File: config.mk
export PLATFORM = sky130hd
export DESIGN_NAME = check_test_unit
export DESIGN_NICKNAME = d
export VERILOG_FILES = /design/src/rtl/check_test_unit.sv
export SDC_FILE = /design/constraint.sdc
export NUM_CORES = 1
export LEC_CHECK = 0
export CAP_MARGIN = 20
export CORE_AREA = 2 2 88 90
export CTS_CLUSTER_DIAMETER = 60
export DETAILED_ROUTE_END_ITERATION = 8
export DIE_AREA = 0 0 90 92
export GPL_ROUTABILITY_DRIVEN = 0
export PLACE_DENSITY = 0.4
export SLEW_MARGIN = 5
export SYNTH_ARGS = -nofsm -noshare
export SYNTH_HDL_FRONTEND = slang
export SYNTH_SLANG_ARGS = --single-unit
File: constraint.sdc
create_clock -name clk -period 3.4 [get_ports clk]
set_input_delay 1.02 -clock clk [delete_from_list [all_inputs] [get_ports clk]]
set_output_delay 1.02 -clock clk [all_outputs]
set_load 0.01 [all_outputs]
File: src/rtl/check_test_unit.sv
// check_test_unit: registered 2-input truth-table checker with saturating per-combination counters and coverage flag
module check_test_unit #(
    parameter logic [3:0] TT    = 4'b1000,
    parameter int         CNT_W = 8
) (
    input  logic             clk,
    input  logic             rst,
    input  logic             a,
    input  logic             b,
    output logic             c,
    output logic             c_toggle,
    input  logic [1:0]       hist_sel,
    output logic [CNT_W-1:0] hist_cnt,
    output logic             all_seen
);
    logic [CNT_W-1:0] r_cnt [4];
    logic [1:0]       w_idx;
    logic             w_c;
    assign w_idx = {a, b};
    assign w_c   = TT[w_idx];
    always_ff @(posedge clk) begin
        if (rst) begin
            c        <= 1'b0;
            c_toggle <= 1'b0;
            r_cnt    <= '{default: '0};
        end else begin
            c        <= w_c;
            c_toggle <= w_c != c;
            if (r_cnt[w_idx] != '1) r_cnt[w_idx] <= r_cnt[w_idx] + CNT_W'(1);
        end
    end
    assign hist_cnt = r_cnt[hist_sel];
    assign all_seen = (r_cnt[0] != '0) && (r_cnt[1] != '0) && (r_cnt[2] != '0) && (r_cnt[3] != '0);
endmodule

== Yosys cells after proc, flatten, opt, wreduce, memory -nomap -nowiden ==
Cells that the tools add are included.
Cells by class
  $add $sub $neg: 1
  $lt $le $gt $ge: 4
  equal/unequal tests: 2
  mux-type cells: 11
  bitwise logic cells: 2
  reduce and logical (&&, ||, !) cells: 8
Operators with widths (count)
  8-bit two-way mux: 5
  8-bit binary-select mux with 2-bit select: 2
  32-bit bitwise mux: 1
  8-bit nonzero test: 4
  8-bit demux with 2-bit select: 1
  8-bit by 1-bit adder with 8-bit output, second input constant: 1
  8-bit inequality test, second input constant: 1
  3-bit greater-or-equal comparator, second input constant: 2
  2-bit inverter with 3-bit output: 2
  1-bit logical AND: 4
  2-bit by 3-bit less-than comparator with 1-bit output, second input constant: 1
  3-bit by 1-bit less-than comparator with 1-bit output, second input constant: 1
  1-bit binary-select mux with 2-bit select: 1
  1-bit two-way mux: 1
  1-bit inequality test: 1
Storage, ports and cells
  register bits after elaboration: 34
  input bits: 6
  output and inout bits: 11
  word-level logic and storage cells: 34

== Depth between registers and ports, before layout ==
Gate-level depths: netlist (run 1).
  depth after elaboration: 6
  gate-level depth with buffers: 8
  depth with buffers taken out: 6

== Worst setup path after synthesis (run 1) ==
No wires, ideal clock.
  path kind: input to output
  start: input hist_sel[0]
  end: output hist_cnt[0]
  arrival: 2035 ps
  required time: 2380 ps
  slack: 345 ps
  stages: 2
  path buffers: 1
  path through: clkbuf_1 mux4_2
Between the ends
  cells in the longest elaborated chain, start to end: 4
RTL lines
  start, declared: RTL line 12  | input logic [1:0] hist_sel,
  2-bit inverter with 3-bit output (not written as such): RTL line 32  | assign hist_cnt = r_cnt[hist_sel];
  8-bit binary-select mux with 2-bit select: RTL line 32
  8-bit two-way mux (not written as such) (2 in a row): RTL line 32
  end, declared: RTL line 13  | output logic [CNT_W-1:0] hist_cnt,
No other way between the ends. The select of a mux whose other input is x is not followed.

== Worst setup path in the final report (run 1) ==
  start: input b
  end: register r_cnt[25] (netlist name)
Between the ends
  cells in the longest elaborated chain, start to end: 6
  elaborated cells on any way between the ends: 12
  those cells by class: add/sub (1); order compare (2); eq/ne (1); mux (6); bitwise (1); reduce/logical (1)
RTL lines
  start, declared: RTL line 9  | input logic b,
  2-bit inverter with 3-bit output (not written as such) *: RTL line 29  | if (r_cnt[w_idx] != '1) r_cnt[w_idx] <= r_cnt[w_idx] + CNT_W'(1);
  8-bit binary-select mux with 2-bit select (tied with other cells): RTL line 29
  8-bit two-way mux (not written as such) / 1-bit logical AND (equally long branches): RTL line 29
  8-bit two-way mux (not written as such): RTL line 29
  8-bit by 1-bit adder with 8-bit output / 8-bit demux with 2-bit select (equally long branches): RTL line 29
  32-bit bitwise mux: RTL line 29
  end signal, assigned: RTL line 25  | r_cnt <= '{default: '0};
  end, declared: RTL line 16  | logic [CNT_W-1:0] r_cnt [4];
Every way passes the cells marked *; elsewhere a longest branch is shown, timed or not. The select of a mux whose other input is x is not followed.
A chain may end at the register's enable or synchronous reset.

==> results.py, run 1 <==
metrics = {
    "finish": {
        "drive_above_1_share_pct": 31.84,
        "multi_input_area_sq_um": 1047,
        "final_cells": 303,
        "fillers": 796,
        "antenna_cells": 0,
        "seqCellArea_sq_um": 680.7,
        "fin_nets": 207,
        "fin_area_sq_um": 2276,
        "syn_to_final_growth_pct": 26.58,
    },
    "route": {
        "drt_first_iter_violations": 67,
        "dr.pass1.iters": 4,
        "drcViolationCount": 0,
        "viasPerCell": 4.865,
        "wire_per_inst_microns": 16.73,
        "wl_met1_microns": 2272,
        "vias": 1474,
        "dr.max_layer_used": "met4",
        "drtAntennaViolNets": 0,
        "met2WireLength_microns": 2410,
        "wl_met3_microns": 265,
        "drt-total-wl_microns": 5068,
    },
    "global_route": {
        "antenna_found_initial": 0,
        "grt_pass1_vias": 1566,
        "grt_first_pass_wirelength_microns": 8659,
        "grt_start_max_net_pins": 22,
        "track_usage_pct": 13.54,
        "grt_overflow_total": 0,
    },
    "timing": {
        "rsz0062_at_grt": "false",
        "slew_headroom_pct": 45.20,
        "setup_viol_count_final": 0,
        "clock_skew_ps": 3.499,
        "hold_viol_final": 0,
        "fin_crit_ps": 3238,
        "final_max_slew_viol_count": 0,
        "hold_ws_ps": 517.1,
        "max_freq_ghz": 0.3088,
        "post-route-period-util_pct": 95.24,
        "worst_pin_slew_ps": 819.4,
    },
    "floorplan": {
        "pin_count": 17,
        "die_h_microns": 92,
        "fp-row-count": 32,
        "design.die.area_sq_um": 8280,
        "start_util_pct": 24.14,
        "coreArea_sq_um": 7447,
        "die_w_microns": 90,
    },
    "synth": {
        "synthArstFlopShare_pct": 0,
        "synthesis.nets": 173,
        "synth_area_sq_um": 1798,
        "ys_warn_count": 0,
        "netlist_top_cells_count": "dfxtp_1, nor2_1, a211oi_1",
        "ys_seq_elements": 34,
        "synth_top_area_cell": "dfxtp_1",
        "seq_area_frac_synth_pct": 37.86,
        "yosysTopAreaCellShare_pct": 37.86,
        "syn_area_per_cell_sq_um": 10.83,
        "synth_top_flop_cell": "dfxtp_1",
        "synth-edff-count": 0,
        "yosys-top-cells-area": "dfxtp_1, mux4_2, a211oi_1, nor2_1, mux2i_1",
        "synth_cells": 166,
        "synth_cell_types": 27,
    },
    "hold_path": {
        "hold_start": "c$_SDFF_PP0_",
        "hold_path_class": "reg -> reg",
    },
    "power": {
        "totalPowerFinal_mw": 0.9702,
        "p_per_area_nw_per_um2": 426.3,
        "power.leakage_nw": 0.8290,
        "peakVddDrop_v": 0.0001045,
    },
    "critical_path": {
        "path_max_fanout": 6,
        "path_cells": "clkdlybuf4s50_1 > mux4_2 > ha_1 > and3_4 > a211oi_4 > buf_4 > mux2i_1 > nor2_1",
        "crit_buf_inv": 2,
        "arrival_ps": 3380,
        "cp-start-kind": "input pin",
        "setup.worst_path.start": "b",
        "end_kind": "flip-flop",
        "r2r_start": "r_cnt[0]$_SDFFE_PP0P_",
        "worst_path_largest_cell_delay_ps": 640,
        "crit_slowest_cell": "clkdlybuf4s50_1",
        "critPathTopFamily": "buffers and inverters",
        "worstSetupPathType": "in -> reg",
        "cp.required_ps": 3540,
    },
    "clocking": {
        "clk_pin_slew_worst_paths_ps": 70,
        "numCtsBuffers": 5,
        "post_cts_buffers": 0,
        "cts_hold_buf": 0,
        "cts_root_buf": "clkbuf_8",
        "cts.sinks": 34,
        "cts_max_level": 2,
        "clk_latency_ps": 280,
        "cts_buffer_depth": 2,
        "cts_tree": "yes",
    },
    "placement": {
        "portBuffers": 16,
        "place_area_sq_um": 2201,
        "place_inst": 295,
        "hpwl_microns": 3940,
    },
    "run_status": {
        "status": "completed",
    },
    "run": {
        "maxCapViolCount": 0,
    },
}
where the power goes:
group | internal, mW | switching, mW | leakage (nW) | total (mW)
Sequential | 0.420 | 0.0257 | 0.279 | 0.446
Combinational | 0.0911 | 0.0871 | 0.493 | 0.178
Clock | 0.204 | 0.142 | 0.0575 | 0.346
tightest hold or removal path, cell delays in order (launching register included):
cell and delay (ps):
dfxtp_1 340, xor2_1 70, nor2_1 70
per-stage QoR:
step | setup WS (ps) | TNS [ps] | util [%]
4_1_cts | 207.0 | 0 | 30.56
3_5_place_dp | -310.3 | -3044 | 29.55
5_1_grt | 53.38 | 0 | 30.56
3_3_place_gp | -308.8 | -2828 | 29.55
2_1_floorplan | 344.9 | 0 | -
6_report | 161.9 | 0 | 30.56
worst paths after layout:
check	end	slack, ps	cells past startpoint
hold / removal	c_toggle$_SDFF_PP0_	520	2
hold reg to reg	c_toggle$_SDFF_PP0_	520	2
setup reg to reg	r_cnt[25]$_SDFFE_PP0P_	1260	7
setup / recovery	r_cnt[25]$_SDFFE_PP0P_	160	8
placed cells by master, fill, tap and decap left out, drive strengths merged:
| cell | count |
|---|---|
| nor2 | 34 |
| dfxtp | 34 |
| buf | 30 |
| a211oi | 24 |
| mux4 | 16 |
| nor4 | 8 |
| mux2i | 8 |
| clkbuf | 8 |
| nand2 | 7 |
| clkdlybuf4s50 | 7 |
| xnor2 | 4 |
| a21oi | 3 |
| nand3 | 3 |
| xor2 | 3 |
| nand2b | 3 |
| and4 | 2 |
| and3 | 1 |
| and2 | 1 |
| nor2b | 1 |
| o32ai | 1 |
| ha | 1 |
| dlygate4sd2 | 1 |
| clkdlybuf4s15 | 1 |
kinds of logic after synthesis:
family | after synthesis | synth area share [%]
adders and majority gates | 1 | 0.6958
buffers and inverters | 12 | 3.897
and+or+nand+nor | 60 | 15.66
xor gates and xnor gates | 7 | 3.410
DFF | 34 | 37.86
AOI/OAI and AO/OA | 28 | 13.78
muxes | 24 | 24.70
cell type report:
cell class                 count  share of cell area (%)
tap                          102                   5.607
sequential                    34                   29.91
clock buffer                   8                   4.838
timing repair buffer          39                   13.63
multi-input combinational    120                   46.01
per-layer routing:
| metal | up-vias | track usage, % |
|---|---|---|
| met1 | 734 | 17.36 |
| met4 | 0 | 5.641 |
| met3 | 8 | 3.287 |
| met2 | 36 | 21.87 |
| met5 | - | 0 |
| li1 | 696 | - |
state kept, by name, summed over array words and instances, names as in the netlist:
register and count:
c 1, c_toggle 1, r_cnt 32
what timing repair did:
item,CTS,global route
endpoints found under the hold margin,0,0
gates resized for setup,32,0
endpoints found under the setup margin,8,0
Power figures use the tool's default switching activity.
==> run 2, diff against run 1 <==
--- a/config.mk
+++ b/config.mk
@@ -11,7 +11,7 @@
 export DETAILED_ROUTE_END_ITERATION = 8
 export DIE_AREA = 0 0 90 92
 export GPL_ROUTABILITY_DRIVEN = 0
-export PLACE_DENSITY = 0.4
+export PLACE_DENSITY = 0.46
 export SLEW_MARGIN = 5
 export SYNTH_ARGS = -nofsm -noshare
 export SYNTH_HDL_FRONTEND = slang
==> run 2 against run 1 <==
Utilization up 0.71 points. Clock power down 21%. Register-to-register slack better by 70 ps. Design area up 2.3%. First-iteration DRC count up 37%. Setup slack worse by 18 ps. Combinational power up 6%. Die area unchanged. Critical path depth down 4. Count of clock-buffer cells in the layout down 1. Clock skew up 1.2 ps. Critical path type is now in -> out. Critical endpoint is now hist_cnt[6].
==> results.py, run 2 (same netlist as run 1, synthesis figures left out) <==
metrics = {
    "run_status": {
        "status": "completed",
    },
    "global_route": {
        "grt_start_max_net_pins": 21,
        "grt_pass1_vias": 1490,
        "grt_overflow_total": 0,
        "track_usage_pct": 12.98,
        "grt_first_pass_wirelength_microns": 8342,
        "antenna_found_initial": 0,
    },
    "clocking": {
        "numCtsBuffers": 5,
        "cts_tree": "yes",
        "cts_buffer_depth": 2,
        "cts_max_level": 2,
        "cts.sinks": 34,
        "post_cts_buffers": 0,
        "cts_repair_resize_count": 13,
        "cts_root_buf": "clkbuf_8",
        "cts_hold_buf": 0,
        "clk_latency_ps": 280,
        "clk_pin_slew_worst_paths_ps": 60,
    },
    "timing": {
        "tns_ps": 0,
        "max_freq_ghz": 0.3071,
        "final_max_slew_viol_count": 0,
        "slew_headroom_pct": 45.85,
        "hold_ws_ps": 516.0,
        "rsz0062_at_grt": "false",
        "fin_crit_ps": 3256,
        "clock_skew_ps": 4.681,
        "setup_viol_count_final": 0,
        "hold_viol_final": 0,
        "post-route-period-util_pct": 95.76,
        "worst_pin_slew_ps": 809.8,
    },
    "critical_path": {
        "cp-start-kind": "input pin",
        "critPathTopFamily": "buffers and inverters",
        "worst_path_largest_cell_delay_ps": 490,
        "worstSetupPathType": "in -> out",
        "cp.required_ps": 2380,
        "path_cells": "clkdlybuf4s50_1 > buf_4 > mux4_2 > dlygate4sd2_1",
        "path_max_fanout": 4,
        "end_kind": "output port",
        "crit_buf_inv": 3,
        "arrival_ps": 2240,
        "crit_slowest_cell": "clkdlybuf4s50_1",
    },
    "route": {
        "drt_first_iter_violations": 92,
        "drcViolationCount": 0,
        "dr.pass1.iters": 4,
        "vias": 1448,
        "viasPerCell": 4.701,
        "drtAntennaViolNets": 0,
        "wire_per_inst_microns": 16.10,
        "drt-total-wl_microns": 4960,
    },
    "power": {
        "power.leakage_nw": 0.8497,
        "p_per_area_nw_per_um2": 389.6,
        "swShare_pct": 27.14,
        "p_seq_share_pct": 48.9,
        "totalPowerFinal_mw": 0.9072,
        "peakVddDrop_v": 0.0001939,
        "intPower_mw": 0.6610,
        "net-switching-power_mw": 0.2462,
        "p_comb_share_pct": 20.7,
        "pwr-share-clk_pct": 30.4,
    },
    "placement": {
        "hpwl_microns": 3738,
        "place_area_sq_um": 2258,
        "place_inst": 301,
        "portBuffers": 16,
    },
    "finish": {
        "largest_reg_flops": 32,
        "antenna_cells": 0,
        "reg_top3": "r_cnt (32), c (1), c_toggle (1)",
        "drive_above_1_share_pct": 28.64,
        "layout_common_cells": "nor2_1, dfxtp_1, buf_4, a211oi_1, mux4_2",
        "fin_nets": 213,
        "syn_to_final_growth_pct": 29.51,
        "regMostFlops": "r_cnt",
        "final_cells": 308,
        "fin_area_sq_um": 2328,
        "fillers": 802,
    },
    "floorplan": {
        "design.die.area_sq_um": 8280,
        "start_util_pct": 24.14,
        "fp-row-count": 32,
        "die_w_microns": 90,
        "die_h_microns": 92,
        "coreArea_sq_um": 7447,
        "pin_count": 17,
    },
    "run": {
        "maxCapViolCount": 0,
    },
    "hold_path": {
        "hold_path_class": "reg -> reg",
    },
}
run 2: cell type report:
class | count | area [sq um] | share of cell area [%]
clock buffers | 7 | 76.32 | 3.278
multi-input cells | 120 | 1047 | 44.98
flip-flops and latches | 34 | 680.7 | 29.23
well taps | 102 | 127.6 | 5.481
repair buffers | 45 | 396.6 | 17.03
run 2: power by group through the flow:
stage                     sequential [mW]  combinational, mW  clock (mW)
after detailed placement            0.452              0.193           0
after floorplan                     0.444              0.116           0
after global routing                0.447              0.207       0.304
after global placement              0.453              0.193           0
after CTS                           0.443              0.190       0.285
final                               0.444              0.188       0.275
run 2: stage by stage:
step           worst slack (ps)  util [%]
2_1_floorplan             344.9         -
3_3_place_gp             -329.8     30.33
3_5_place_dp             -321.8     30.33
4_1_cts                   118.7     31.27
5_1_grt                   89.57     31.27
6_report                  144.0     31.27
run 2: path summary, 6_finish.rpt:
kind	from	end	slack [ps]	depth (start not counted)
min reg2reg	c$_SDFF_PP0_	c_toggle$_SDFF_PP0_	520	2
min	c$_SDFF_PP0_	c_toggle$_SDFF_PP0_	520	2
max reg2reg	r_cnt[0]$_SDFFE_PP0P_	r_cnt[25]$_SDFFE_PP0P_	1330	7
max	hist_sel[1]	hist_cnt[6]	140	4
run 2: metal layers:
metal | global-route usage, % | vias to the layer above | routed length [microns]
met2 | 19.86 | 32 | 2242
li1 | - | 709 | -
met4 | 4.615 | 0 | 30
met3 | 3.369 | 2 | 193
met5 | 0 | - | 0
met1 | 17.76 | 705 | 2494
run 2: worst reg2reg max path: cells and delay by family (launching register included):
family / cells / cell delay, ps
fa+ha+maj: 1 / 230
flops: 1 / 340
compound gates: 1 / 240
buf+inv: 1 / 200
simple gates: 2 / 230
mux: 2 / 690
